`config.mk`:
```
export PLATFORM = sky130hd
export DESIGN_NAME = nibble_sequencer
export DESIGN_NICKNAME = d
export VERILOG_FILES = /design/src/rtl/nibble_pkg.sv /design/src/rtl/nibble_decode.sv /design/src/rtl/nibble_sequencer.sv
export SDC_FILE = /design/constraint.sdc
export NUM_CORES = 1
export LEC_CHECK = 0
export ABC_AREA = 1
export BUFFER_PORTS_ARGS = -buffer_cell sky130_fd_sc_hd__buf_2
export CELL_PAD_IN_SITES_DETAIL_PLACEMENT = 0
export CELL_PAD_IN_SITES_GLOBAL_PLACEMENT = 1
export CORE_MARGIN = 5
export CORE_UTILIZATION = 24
export CTS_CLUSTER_SIZE = 40
export DETAILED_ROUTE_END_ITERATION = 8
export MAX_ROUTING_LAYER = met4
export PLACE_DENSITY = 0.81
export SLEW_MARGIN = 40
export SYNTH_ARGS = -nofsm -noshare
export SYNTH_HDL_FRONTEND = slang
export SYNTH_SLANG_ARGS = --single-unit
```
`constraint.sdc`:
```
create_clock -name clk -period 1.4 [get_ports clk]
set_input_delay 0.35 -clock clk [delete_from_list [all_inputs] [get_ports clk]]
set_output_delay 0.35 -clock clk [all_outputs]
set_load 0.01 [all_outputs]
```
`src/rtl/nibble_pkg.sv`:
```
// Shared constants and control-word layout for the 4-bit processor sequencer.
// Field order in ctl_t defines the packed bit positions of the control word.
package nibble_pkg;

  localparam int ALU_FW = 3;
  localparam int OPC_W  = 4;

  typedef enum logic {
    PH_FETCH = 1'b0,
    PH_EXEC  = 1'b1
  } phase_t;

  localparam logic [OPC_W-1:0] OP_JC    = 4'h0;
  localparam logic [OPC_W-1:0] OP_JNC   = 4'h1;
  localparam logic [OPC_W-1:0] OP_CMPI  = 4'h2;
  localparam logic [OPC_W-1:0] OP_CMPM  = 4'h3;
  localparam logic [OPC_W-1:0] OP_LIT   = 4'h4;
  localparam logic [OPC_W-1:0] OP_IN    = 4'h5;
  localparam logic [OPC_W-1:0] OP_LD    = 4'h6;
  localparam logic [OPC_W-1:0] OP_ST    = 4'h7;
  localparam logic [OPC_W-1:0] OP_JZ    = 4'h8;
  localparam logic [OPC_W-1:0] OP_JNZ   = 4'h9;
  localparam logic [OPC_W-1:0] OP_ADDI  = 4'hA;
  localparam logic [OPC_W-1:0] OP_ADDM  = 4'hB;
  localparam logic [OPC_W-1:0] OP_JMP   = 4'hC;
  localparam logic [OPC_W-1:0] OP_OUT   = 4'hD;
  localparam logic [OPC_W-1:0] OP_NANDI = 4'hE;
  localparam logic [OPC_W-1:0] OP_NANDM = 4'hF;

  localparam logic [ALU_FW-1:0] ALU_A    = 3'b000;
  localparam logic [ALU_FW-1:0] ALU_SUB  = 3'b001;
  localparam logic [ALU_FW-1:0] ALU_B    = 3'b010;
  localparam logic [ALU_FW-1:0] ALU_ADD  = 3'b011;
  localparam logic [ALU_FW-1:0] ALU_NAND = 3'b100;

  typedef struct packed {
    logic              inc_pc;
    logic              load_pc;
    logic              en_fetch;
    logic [ALU_FW-1:0] alu_func;
    logic              en_accu;
    logic              en_flags;
    logic              oe_oprnd;
    logic              oe_alu;
    logic              oe_in;
    logic              cs_ram;
    logic              oe_ram;
    logic              we_ram;
    logic              en_out;
  } ctl_t;

  localparam int CTL_W = $bits(ctl_t);

endpackage

```
`src/rtl/nibble_decode.sv`:
```
// Combinational decode of {phase, instruction, registered flags} into the control word.
// Zero latency; unknown opcodes fall to an all-zero word so nothing drives the bus.
module nibble_decode
  import nibble_pkg::*;
(
  input  phase_t           phase,
  input  logic [OPC_W-1:0] instr,
  input  logic [1:0]       flags,
  output ctl_t             ctl
);

  logic w_c;
  logic w_z;

  assign w_c = flags[1];
  assign w_z = flags[0];

  always_comb begin
    ctl = '0;
    if (phase == PH_FETCH) begin
      ctl.en_fetch = 1'b1;
      ctl.inc_pc   = 1'b1;
    end else begin
      case (instr)
        // Untaken conditional jumps still advance PC to skip the address byte.
        OP_JC:  begin ctl.load_pc = w_c;  ctl.inc_pc = !w_c; end
        OP_JNC: begin ctl.load_pc = !w_c; ctl.inc_pc = w_c;  end
        OP_JZ:  begin ctl.load_pc = w_z;  ctl.inc_pc = !w_z; end
        OP_JNZ: begin ctl.load_pc = !w_z; ctl.inc_pc = w_z;  end
        OP_JMP: ctl.load_pc = 1'b1;
        OP_CMPI: begin
          ctl.oe_oprnd = 1'b1; ctl.alu_func = ALU_SUB; ctl.en_flags = 1'b1;
        end
        OP_CMPM: begin
          ctl.cs_ram = 1'b1; ctl.oe_ram = 1'b1; ctl.alu_func = ALU_SUB; ctl.en_flags = 1'b1;
        end
        OP_LIT: begin
          ctl.oe_oprnd = 1'b1; ctl.alu_func = ALU_B; ctl.en_accu = 1'b1; ctl.en_flags = 1'b1;
        end
        OP_IN: begin
          ctl.oe_in = 1'b1; ctl.alu_func = ALU_B; ctl.en_accu = 1'b1; ctl.en_flags = 1'b1;
        end
        OP_LD: begin
          ctl.cs_ram = 1'b1; ctl.oe_ram = 1'b1; ctl.alu_func = ALU_B;
          ctl.en_accu = 1'b1; ctl.en_flags = 1'b1;
        end
        OP_ST: begin
          ctl.cs_ram = 1'b1; ctl.we_ram = 1'b1; ctl.oe_alu = 1'b1; ctl.alu_func = ALU_A;
        end
        OP_ADDI: begin
          ctl.oe_oprnd = 1'b1; ctl.alu_func = ALU_ADD; ctl.en_accu = 1'b1; ctl.en_flags = 1'b1;
        end
        OP_ADDM: begin
          ctl.cs_ram = 1'b1; ctl.oe_ram = 1'b1; ctl.alu_func = ALU_ADD;
          ctl.en_accu = 1'b1; ctl.en_flags = 1'b1;
        end
        OP_OUT: begin
          ctl.oe_alu = 1'b1; ctl.alu_func = ALU_A; ctl.en_out = 1'b1;
        end
        OP_NANDI: begin
          ctl.oe_oprnd = 1'b1; ctl.alu_func = ALU_NAND; ctl.en_accu = 1'b1; ctl.en_flags = 1'b1;
        end
        OP_NANDM: begin
          ctl.cs_ram = 1'b1; ctl.oe_ram = 1'b1; ctl.alu_func = ALU_NAND;
          ctl.en_accu = 1'b1; ctl.en_flags = 1'b1;
        end
        default: ctl = '0;
      endcase
    end
  end

endmodule

```
`src/rtl/nibble_sequencer.sv`:
```
// Two-phase FETCH/EXECUTE sequencer with C/Z flag register; sole source of datapath strobes.
// Strobes are combinational from phase/instr/flags; reset gates every strobe low at once.
module nibble_sequencer
  import nibble_pkg::*;
(
  input  logic              clk,
  input  logic              reset,
  input  logic [OPC_W-1:0]  instr,
  input  logic              alu_carry,
  input  logic              alu_zero,
  output logic              phase,
  output logic [1:0]        flags,
  output logic              inc_pc,
  output logic              load_pc,
  output logic              en_fetch,
  output logic [ALU_FW-1:0] alu_func,
  output logic              en_accu,
  output logic              en_flags,
  output logic              oe_oprnd,
  output logic              oe_alu,
  output logic              oe_in,
  output logic              cs_ram,
  output logic              oe_ram,
  output logic              we_ram,
  output logic              en_out
);

  phase_t     r_phase;
  phase_t     w_phase_nxt;
  logic [1:0] r_flags;
  ctl_t       w_ctl;
  ctl_t       w_ctl_g;

  always_ff @(posedge clk or posedge reset) begin
    if (reset) r_phase <= PH_FETCH;
    else       r_phase <= w_phase_nxt;
  end

  always_comb begin
    w_phase_nxt = PH_EXEC;
    if (r_phase == PH_EXEC) w_phase_nxt = PH_FETCH;
  end

  nibble_decode u_decode (
    .phase (r_phase),
    .instr (instr),
    .flags (r_flags),
    .ctl   (w_ctl)
  );

  // Gate on the raw reset so strobes drop asynchronously, not at the next edge.
  always_comb begin
    w_ctl_g = w_ctl;
    if (reset) w_ctl_g = '0;
  end

  always_ff @(posedge clk or posedge reset) begin
    if (reset)                 r_flags <= 2'b00;
    else if (w_ctl_g.en_flags) r_flags <= {alu_carry, alu_zero};
  end

  assign phase    = (r_phase == PH_EXEC);
  assign flags    = r_flags;
  assign inc_pc   = w_ctl_g.inc_pc;
  assign load_pc  = w_ctl_g.load_pc;
  assign en_fetch = w_ctl_g.en_fetch;
  assign alu_func = w_ctl_g.alu_func;
  assign en_accu  = w_ctl_g.en_accu;
  assign en_flags = w_ctl_g.en_flags;
  assign oe_oprnd = w_ctl_g.oe_oprnd;
  assign oe_alu   = w_ctl_g.oe_alu;
  assign oe_in    = w_ctl_g.oe_in;
  assign cs_ram   = w_ctl_g.cs_ram;
  assign oe_ram   = w_ctl_g.oe_ram;
  assign we_ram   = w_ctl_g.we_ram;
  assign en_out   = w_ctl_g.en_out;

endmodule
```
==> reports/metrics.cfg <==
[outcome]
status = finished, violations left
violations = negative setup slack

[power]
p_int_uw = 309
switchingPower_uw = 182
p_comb_frac = 0.474
sw_frac_of_total = 0.371
powerDensity_nw_per_um2 = 643
clkPwrFrac = 0.308
seqPwrFrac = 0.218
ir_drop_mv = 0.458
p_leak_uw = 0.000452

[global_route]
antenna_found_initial = 0
grt_pass1_wl_um = 2310
grt_usage = 0.120
first_global_vias = 562
grt_overflow = 0
grt_start_max_net_pins = 10

[route]
dr.pass1.iters = 4
dr.first_iter.drc_count = 4
drt-met1-wl_um = 617
ant_nets = 0
wl_met3_um = 66
routed.top_layer = met4
wl_um = 1340
route.met2.wl_um = 644
wl_per_cell_um = 9.72
viasPerCell = 4.29
vias = 592
drc = 0

[place]
dp_slack_ns = -0.162
hpwl_um = 1060
placed_cells = 130
port_buffers = 25
gp_congestion = 0.736

[setup_path]
cp-end-kind = primary output
cp.arrival_ns = 1.27
required_ns = 1.05
cp_max_fo = 8
setup.worst_path.class = reg2out
start_kind = flip-flop

[finish]
seq_area_um2 = 75.1
multi_input_area_um2 = 335
final_cells = 138
antenna_cells = 0
final_nets = 130
area_growth_pct = 86.9
final.fill_count = 185
drive_gt1_frac = 0.554

[logic_synthesis]
yosysTopAreaCellShare = 0.294
async_reset_ff_frac = 1.00
yosysWarnings = 0
syn_inst = 80
synth_edf_count = 0
synth-seq-cells = 3
synth.most_common_cell = nand2_1
avgSynthCellArea_um2 = 5.11
ys.flop_type = dfrtp_1
synthesis.nets = 88
synth_top_cell_by_area = nand2_1
ys_seq_area_frac = 0.183
synth_area_leaders = nand2_1, dfrtp_1, nor2_1, inv_2, inv_1
ys_types = 16
synth_area_um2 = 409
yosys-top-cells-count = nand2_1, nor2_1, inv_2

[sta]
min_period_ns = 1.62
slew_viol_final = 0
holdWs_ns = 0.150
post-route-period-util = 1.15
grt_setup_unrepaired = true
fin_skew_ns = 0.00260
slew_headroom = 0.868
tightest_slew_ns = 0.196
timing.final.ws_setup_ns = -0.217
fmax_mhz = 619
finalSetupViolCount = 14
hold_viol_final = 0

[die]
core_area_um2 = 1670
die_h_um = 51.3
num_rows = 15
pin_count = 26
die_w_um = 51.3
dieArea_um2 = 2630
start_util = 0.245

[clock_network]
clock_latency_ns = 0.23
cts_root_buffer = clkbuf_4
cts.sinks = 3
h-tree-depth = 1
clk_path_buf_depth = 2
path_clk_slew_ns = 0.04
cts_tree = done
cts_buffers = 3

[job]
cap_violations = 0

[min_path]
worst_hold_path_type = in2async

state kept, by name, summed over array words and instances (netlist names):
signal / cells
phase: 1
flags: 2
critical path, cell delays in order, from the launching register on:
cell and delay, ns:
dfrtp_1 0.36, inv_2 0.06, nor2_4 0.12, inv_2 0.10, a211oi_1 0.23, buf_2 0.17
cell type report:
class                           instances  area share
Clock buffer                            4      0.0344
Inverter                               16      0.0818
Multi-Input combinational cell         60       0.439
Sequential cell                         3      0.0982
Tap cell                               17      0.0278
Timing Repair Buffer                   38       0.319
power by group through the flow:
stage | Sequential (µW) | Combinational [µW] | Clock (µW)
after floorplan | 112 | 109 | 0
after global routing | 109 | 260 | 171
after CTS | 106 | 230 | 159
after detailed placement | 110 | 190 | 0
after global placement | 110 | 188 | 0
final | 107 | 233 | 151
routing by layer:
metal | vias to the layer above | GRT usage
met5 | - | -
met1 | 247 | 0.142
li1 | 327 | -
met4 | 0 | 0.0655
met3 | 2 | 0.0204
met2 | 16 | 0.193
cell usage in the layout, fill, tap and decap left out, drive strengths merged:
master,instances
a211oi,1
a21oi,3
buf,38
clkbuf,4
dfrtp,3
inv,16
nand2,33
nand3,4
nor2,14
nor3,2
o21a,1
o21ai,1
o22ai,1
kinds of logic (layout without fill, tap and decap cells):
kind of cell           count (synthesis)  in the layout  synth area share
AND/OR/NAND/NOR                       53             53             0.547
buffers and inverters                 17             58             0.159
AO/OA/AOI/OAI                          7              7             0.110
flip-flops                             3              3             0.183
timing repair:
action / in CTS / in global routing
endpoints found under the setup margin: 14 / 14
hold endpoints to repair: 0 / 0
pin swaps: 7 / 6
setup buffers: 4 / 0
gates resized for setup: 18 / 6
hold buffers: 0 / 0
path summary, 6_finish.rpt:
kind / from / endpoint / slack, ns / depth (start not counted)
worst max register to register: phase / flags[0] / 0.42 / 7
worst min register to register: phase / phase / 0.46 / 1
worst min-delay path: reset / phase / 0.15 / 3
max in group asynchronous: reset / flags[0] / 1.12 / 3
worst max-delay path: phase / oe_oprnd / -0.22 / 5
min in group clk: alu_carry / flags[1] / 0.32 / 3
metrics by stage:
stage | area [µm²] | power, µW | setup TNS (ns) | utilization
global route | 764 | 539 | -2.57 | 0.458
detailed placement | 629 | 300 | -0.835 | 0.377
CTS | 753 | 494 | -1.36 | 0.451
floorplan | 420 | 221 | 0 | -
global placement | 629 | 298 | -0.826 | 0.377
finish | 764 | 491 | -1.27 | 0.458
(Power assumes the default switching activity.)
